## config.mk

```make
export PLATFORM = sky130hd
export DESIGN_NAME = clk_phase_ctrl
export DESIGN_NICKNAME = d
export VERILOG_FILES = /design/src/rtl/clk_phase_pkg.sv /design/src/rtl/clk_phase_ctrl_div.sv /design/src/rtl/clk_phase_ctrl.sv
export SDC_FILE = /design/constraint.sdc
export NUM_CORES = 1
export LEC_CHECK = 0
export BUFFER_PORTS_ARGS = -buffer_cell sky130_fd_sc_hd__buf_2
export CORE_MARGIN = 5
export CORE_UTILIZATION = 52
export DETAILED_ROUTE_END_ITERATION = 8
export HOLD_SLACK_MARGIN = 0.08
export PLACE_DENSITY = 0.85
export SLEW_MARGIN = 20
export SYNTH_ARGS = -nofsm -noshare
export SYNTH_HDL_FRONTEND = slang
export SYNTH_SLANG_ARGS = --single-unit
```

## constraint.sdc

```tcl
create_clock -name clk8f -period 2.2 [get_ports clk8f]
set_input_delay 0.11 -clock clk8f [delete_from_list [all_inputs] [get_ports clk8f]]
set_output_delay 0.11 -clock clk8f [all_outputs]
set_load 0.03 [all_outputs]
```

## src/rtl/clk_phase_pkg.sv

```systemverilog
// Shared types and constants for the clk8f divider sequencer.
// State encodings, counter width and strobe decode values.
package clk_phase_pkg;

    localparam int CNT_W = 3;

    typedef enum logic [1:0] {
        ST_IDLE   = 2'd0,
        ST_WARMUP = 2'd1,
        ST_RUN    = 2'd2,
        ST_DRAIN  = 2'd3
    } state_t;

    // cnt[1:0] pattern that marks a clk2f rising edge
    localparam logic [1:0]       STB2F_PAT = 2'b10;
    // cnt value that marks a clkf rising edge
    localparam logic [CNT_W-1:0] STBF_VAL  = 3'd4;
    // cnt value just before a clkf rise (3 -> 4 edge)
    localparam logic [CNT_W-1:0] CNT_PRE_RISE = 3'd3;
    // last count of a clkf period (7 -> 0 edge)
    localparam logic [CNT_W-1:0] CNT_LAST  = 3'd7;

endpackage

```

## src/rtl/clk_phase_ctrl_div.sv

```systemverilog
// Divider counter for clk8f: clocks come straight from flops,
// strobes are decoded from the same register with no extra latency.
module clk_div_counter
    import clk_phase_pkg::*;
(
    input  logic             clk8f,
    input  logic             reset,
    input  logic             clear,
    input  logic             advance,
    output logic [CNT_W-1:0] cnt,
    output logic             clk4f,
    output logic             clk2f,
    output logic             clkf,
    output logic             stb4f,
    output logic             stb2f,
    output logic             stbf
);

    // Free-running 3-bit count; clear has priority over advance
    always_ff @(posedge clk8f or negedge reset) begin
        if (!reset) begin
            cnt <= '0;
        end else if (clear) begin
            cnt <= '0;
        end else if (advance) begin
            cnt <= cnt + CNT_W'(1);
        end
    end

    assign clk4f = cnt[0];
    assign clk2f = cnt[1];
    assign clkf  = cnt[2];

    assign stb4f = cnt[0];
    assign stb2f = (cnt[1:0] == STB2F_PAT);
    assign stbf  = (cnt == STBF_VAL);

endmodule

```

## src/rtl/clk_phase_ctrl.sv

```systemverilog
// Sequencer for the clk8f -> clk4f/clk2f/clkf divider chain:
// start, warm-up, drain to a full clkf period, re-phase on resync.
module clk_phase_ctrl
    import clk_phase_pkg::*;
#(
    parameter int WARMUP_CYCLES = 4,
    parameter int WCNT_W        = 4
) (
    input  logic       clk8f,
    input  logic       reset,
    input  logic       enable,
    input  logic       resync,
    output logic       clk4f,
    output logic       clk2f,
    output logic       clkf,
    output logic       stb4f,
    output logic       stb2f,
    output logic       stbf,
    output logic       ready,
    output logic [1:0] state
);

    localparam logic [WCNT_W-1:0] WARM_TGT = WCNT_W'(WARMUP_CYCLES);

    generate
        if (WARMUP_CYCLES < 1 || WARMUP_CYCLES > (2**WCNT_W) - 1) begin : g_bad_warmup
            $error("clk_phase_ctrl: WARMUP_CYCLES out of range 1..2**WCNT_W-1");
        end
    endgenerate

    state_t            cur_state;
    state_t            nxt_state;
    logic [WCNT_W-1:0] warm_cnt;
    logic [WCNT_W-1:0] warm_nxt;
    logic [WCNT_W-1:0] warm_inc;
    logic              ready_nxt;
    logic              clear;
    logic              advance;
    logic [CNT_W-1:0]  cnt;

    assign warm_inc = warm_cnt + WCNT_W'(1);

    clk_div_counter u_div (
        .clk8f   (clk8f),
        .reset   (reset),
        .clear   (clear),
        .advance (advance),
        .cnt     (cnt),
        .clk4f   (clk4f),
        .clk2f   (clk2f),
        .clkf    (clkf),
        .stb4f   (stb4f),
        .stb2f   (stb2f),
        .stbf    (stbf)
    );

    // State, warm-up edge count and ready flag
    always_ff @(posedge clk8f or negedge reset) begin
        if (!reset) begin
            cur_state <= ST_IDLE;
            warm_cnt  <= '0;
            ready     <= 1'b0;
        end else begin
            cur_state <= nxt_state;
            warm_cnt  <= warm_nxt;
            ready     <= ready_nxt;
        end
    end

    // Next state, divider control and warm-up bookkeeping
    always_comb begin
        nxt_state = cur_state;
        warm_nxt  = warm_cnt;
        ready_nxt = ready;
        clear     = 1'b0;
        advance   = 1'b0;
        unique case (cur_state)
            ST_IDLE: begin
                clear = 1'b1;
                if (enable) begin
                    nxt_state = ST_WARMUP;
                    warm_nxt  = '0;
                end
            end
            ST_WARMUP, ST_RUN: begin
                if (!enable) begin
                    // stopping beats resync; finish the clkf period
                    nxt_state = ST_DRAIN;
                    ready_nxt = 1'b0;
                    advance   = 1'b1;
                end else if (resync) begin
                    nxt_state = ST_WARMUP;
                    warm_nxt  = '0;
                    ready_nxt = 1'b0;
                    clear     = 1'b1;
                end else begin
                    advance = 1'b1;
                    if (cur_state == ST_WARMUP && cnt == CNT_PRE_RISE) begin
                        warm_nxt = warm_inc;
                        if (warm_inc == WARM_TGT) begin
                            nxt_state = ST_RUN;
                            ready_nxt = 1'b1;
                        end
                    end
                end
            end
            ST_DRAIN: begin
                advance   = 1'b1;
                ready_nxt = 1'b0;
                if (cnt == CNT_LAST) begin
                    nxt_state = ST_IDLE;
                end
            end
            default: begin
                nxt_state = ST_IDLE;
            end
        endcase
    end

    assign state = cur_state;

endmodule
```

# Yosys cells after proc, flatten, opt, wreduce, memory -nomap -nowiden
# Cells that the tools add are included.
[op_classes] n_addsub=2 n_eq_ne=14 mux=25 reduce_logical=9
[op_table] cell="4-bit two-way mux" count=4
[op_table] cell="2-bit two-way mux" count=6
[op_table] cell="1-bit two-way mux" count=8
[op_table] cell="4-bit inequality test, second input constant" count=2
[op_table] cell="4-bit one-hot mux with 2 select lines" count=1
[op_table] cell="4-bit AND reduction" count=2
[op_table] cell="2-bit equality test, second input constant" count=3
[op_table] cell="3-bit equality test, second input constant" count=2
[op_table] cell="3-bit two-way mux" count=2
[op_table] cell="2-bit inequality test, second input constant" count=3
[op_table] cell="1-bit one-hot mux with 2 select lines" count=3
[op_table] cell="2-bit one-hot mux with 3 select lines" count=1
[op_table] cell="2-bit nonzero test" count=3
[op_table] cell="4-bit by 1-bit adder with 4-bit output, second input constant" count=1
[op_table] cell="4-bit by 3-bit equality test with 1-bit output, second input constant" count=1
[op_table] cell="3-bit by 1-bit adder with 3-bit output, second input constant" count=1
[op_table] cell="3-bit by 2-bit equality test with 1-bit output, second input constant" count=1
[op_table] cell="3-bit inequality test, second input constant" count=1
[op_table] cell="3-bit AND reduction" count=1
[op_table] cell="2-bit by 1-bit equality test with 1-bit output, second input constant" count=1
[op_table] cell="2-bit logical NOT" count=1
[op_table] cell="2-bit OR reduction" count=1
[op_table] cell="1-bit logical AND" count=1
[word_totals] reg_bits=10 out_inout_bits=9 elab_cells=54

# Logic depth before layout (Yosys ltp)
[depth] depth_word=7 mapped_depth=6

# By module
# A second synthesis with hierarchy kept.
[hier_totals] hier_cells=74 hier_area_um2=720.7
[by_module_without_submodules] mod="clk_phase_ctrl" n_inst=1 cells_per_inst=54 area_each_um2=511.7 seq_area_each_um2=175.2
[by_module_without_submodules] mod="clk_div_counter" n_inst=1 cells_per_inst=20 area_each_um2=209.0 seq_area_each_um2=75.1

# Worst setup path before layout
# OpenSTA, ideal clock, no wires.
[synth_timing] path_kind="reg2reg" start="reg u_div.cnt[1]" end="reg cur_state[1], in the netlist state[1]" arrival_time_ps=1874 required_ps=2072 path_slack_ps=199 path_stages_with_launch=7 n_path_buf=0 period_less_slack_ps=2001 path_cell_list="dfrtp_1 -> ha_1 -> ha_1 -> nand3_1 -> a211o_1 -> a221oi_2 -> mux2_1"
[synth_between] elab_chain_len=4 elab_cells_between_ends=6 classes_between="4 x eq/ne; 2 x reduce/logical"
[synth_rtl] element="start: declaration" line="clk_phase_ctrl_div.sv:10" source="output logic [CNT_W-1:0] cnt,"
[synth_rtl] element="start signal: assignment" line="clk_phase_ctrl_div.sv:26" source="cnt <= cnt + CNT_W'(1);"
[synth_rtl] element="3-bit by 2-bit equality test with 1-bit output" line="clk_phase_ctrl.sv:98" source="if (cur_state == ST_WARMUP && cnt == CNT_PRE_RISE) begin"
[synth_rtl] element="1-bit logical AND" line="clk_phase_ctrl.sv:98"
[synth_rtl] element="4-bit inequality test (no source line)"
[synth_rtl] element="4-bit AND reduction (no source line) *"
[synth_rtl] element="end signal: assignment" line="clk_phase_ctrl.sv:64" source="cur_state <= nxt_state;"
[synth_rtl] element="end: declaration" line="clk_phase_ctrl.sv:31" source="state_t cur_state;"
# Every way passes the cells marked *; elsewhere a longest branch is shown, timed or not.
# A chain may end at the register's enable or synchronous reset.

# Worst setup path in the final report
# Ends and elaborated chain as after synthesis.

==> results_dict.tcl <==
set metrics [dict create \
    cp.required_ps 2360 \
    yosys_register_bits 10 \
    initial_standard_cell_utilization_of_the_core 0.540 \
    tritoncts "yes" \
    r2r-end "state[1]" \
    layout.cells.most_common "sky130_fd_sc_hd__buf_2" \
    ys_top_cells_by_area "sky130_fd_sc_hd__dfrtp_1 36%, sky130_fd_sc_hd__ha_1 20%, sky130_fd_sc_hd__nand2_1 3.8%" \
    pin_count 13 \
    r2r-start "u_div.cnt[1]" \
    grt_start_max_net_pins 11 \
    width_of_the_chip_um 46.5 \
    design.core.area_mm2 0.00128 \
    first_global_vias 570 \
    crit_arrival_ps 2110 \
    antenna-diode-count 0 \
    clock.fmax_mhz 511 \
    power-per-cell-area_mw_per_mm2 1340 \
    synthFlopType "sky130_fd_sc_hd__dfrtp_1" \
    crit_path_end_kind "register" \
    slew_headroom 0.762 \
    route.detailed.drc 0 \
    totalNegativeSetupSlack_ps 0 \
    synthesis.yosys.warnings 0 \
    rsz_0062_raised_after_global_routing "false" \
    synth_cell_type_count 28 \
    critPathLaunchType "register" \
    standby_leakage_power_nw 0.396 \
    highest_count_cells_in_the_layout_ignoring_fill_and_taps "12 x sky130_fd_sc_hd__buf_2, 11 x sky130_fd_sc_hd__ha_1, 10 x sky130_fd_sc_hd__dfrtp_1, 7 x sky130_fd_sc_hd__nand2_1, 6 x sky130_fd_sc_hd__inv_1" \
    rows 13 \
    layout.nets 104 \
    clock_sink_count 10 \
    groute.usage.overall 0.171 \
    firstDrtPassIters 4 \
    dieHeight_um 46.5 \
    yosysTopAreaCellShare 0.360 \
    top_cell_type_by_total_area_after_synthesis "sky130_fd_sc_hd__dfrtp_1" \
    ys_seq_area_frac 0.360 \
    p_total_mw 1.07 \
    synth.net_count 87 \
    setup_slack_ps 243 \
    dieArea_mm2 0.00217 \
    synthesis.instances 72 \
    worst_ir_drop_vdd_mv 0.892 \
    synth_async_sr_flop_share 1.00 \
    crit_fanout 5 \
    avgViaCountPerCell 5.45 \
    finClkSkew_ps 1.65 \
    result_of_the_run "complete, no violations" \
    min-delay-path-class "in -> async" \
    postSynthAreaPerCell_um2 9.64 \
    detailed_place_hpwl_mm 1.07 \
    timing.final.max_slew_violations 0 \
    setup_viol 0 \
    dp_slack_ps 257 \
    worst_skew_pair_latency_ps 270 \
    number_of_nets_still_failing_antenna_checks_after_routing 0 \
    worst-r2r-cell-count 6 \
    place.port_buffers 12 \
    path_common_cell "sky130_fd_sc_hd__ha_1" \
    via_count 556 \
    max_stage_delay_ps 400 \
    critical-path-slowest-cell "sky130_fd_sc_hd__dfrtp_1" \
    worst_slew_pin_slew_ps 356 \
    timing.final.hold_violations 0 \
    max_cap_viol_count 0 \
    post_synth_instance_area_um2 694 \
    gpl.final_weighted_congestion 0.889 \
    grt_first_pass_wirelength_mm 2.52 \
    worst-setup-path-type "reg -> reg" \
    layout-drive-gt1-share 0.184 \
    wire_per_inst_um 13.3 \
    cts.root.buffer_cell "sky130_fd_sc_hd__clkbuf_4" \
    crit_chain "ha_1, ha_1, nand3_1, a211o_1, a221oi_2, mux2_1" \
    grt_antenna_before_repair 0 \
    grt.overflow.total 0 \
    cts-root-to-sink-buffers 2 \
    area_growth_syn_to_layout_pct 15.0 \
    clkSlewWorstSetupHoldPaths_ps 70 \
    synth_enable_flop_cells 0 \
    minimum_setup_slack_among_reg_to_reg_paths_ps 240 \
    htree_num_levels 1 \
    cts.repair.resized 0 \
    totalWireLength_mm 1.35 \
    cts_made_buffers 3 \
    drt_first_iter_violations 9 \
    post-route-period-util 0.890 \
    period_minus_slack_ps 1960 \
]
==> critical path, delay by kind of cell (launching register included) <==
kind                     cells  cell delay [ps]
AND/OR/NAND/NOR              1               90
adder cells (fa/ha/maj)      2              430
AO/OA/AOI/OAI                2              560
flip-flops                   1              400
multiplexers                 1              350
==> worst max path at each step <==
stage	slack, ps	cells past startpoint	startpoint	to
after floorplan	200	6	u_div.cnt[1]	state[1]
after global placement	320	6	u_div.cnt[1]	state[1]
after detailed placement	260	6	u_div.cnt[1]	state[1]
after CTS	240	6	u_div.cnt[1]	state[1]
after global routing	60	6	u_div.cnt[1]	state[1]
final	240	6	u_div.cnt[1]	state[1]
==> cells in the mapped netlist (2+ instances only) <==
cell,n
sky130_fd_sc_hd__ha_1,11
sky130_fd_sc_hd__xnor2_1,2
sky130_fd_sc_hd__nand3_1,2
sky130_fd_sc_hd__o21ai_0,5
sky130_fd_sc_hd__nand2_1,7
sky130_fd_sc_hd__inv_1,6
sky130_fd_sc_hd__a21oi_1,3
sky130_fd_sc_hd__nor2_1,5
sky130_fd_sc_hd__mux2_1,2
sky130_fd_sc_hd__a21boi_0,2
sky130_fd_sc_hd__dfrtp_1,10
==> report_power, final <==
part / total (mW) / switching, mW / internal (mW)
combinational: 0.648 / 0.413 / 0.234
clock: 0.131 / 0.0677 / 0.0635
sequential: 0.291 / 0.0513 / 0.239
==> flip-flops by register name, summed over array words and instances (netlist names) <==
name and count:
ready 1, state 2, u_div.cnt 3, warm_cnt 4
==> through the flow <==
stage               instance area, µm²  hold slack (ps)   util  cells
global route                       798              243  0.621    102
global placement                   766            -23.0  0.596     98
detailed placement                 766            -12.2  0.596     98
CTS                                798              234  0.621    102
finish                             798              225  0.621    102
floorplan                          694             -186      -     72
==> what timing repair did <==
item | in CTS | in global routing
hold buffers | 1 | 0
buffers inserted | 0 | 0
hold endpoints to repair | 10 | 0
==> area by class of cell <==
cell class / count / area (µm²)
inverter: 6 / 22.5
fill: 116 / 487
sequential: 10 / 250
clock buffer: 3 / 22.5
multi-input combinational: 55 / 414
timing repair buffer: 13 / 70.1
tap: 15 / 18.8
==> cell families after synthesis <==
kind of cell,Yosys count,synth area share
xor gates and xnor gates,2,0.0252
and+or+nand+nor,21,0.144
adders and majority gates,11,0.198
muxes,3,0.0468
buffers and inverters,7,0.0432
AOI/OAI and AO/OA,18,0.182
DFF,10,0.360
==> metal layers <==
| metal | vias up | part of all wire | track usage | wire length [µm] |
|---|---|---|---|---|
| met1 | 262 | 0.46 | 0.199 | 618 |
| met5 | - | 0 | 0 | 0 |
| li1 | 282 | - | - | - |
| met3 | 3 | 0.030 | 0.0625 | 40 |
| met4 | 0 | 0.017 | 0.108 | 23 |
| met2 | 9 | 0.50 | 0.264 | 671 |
(Power assumes the default switching activity.)
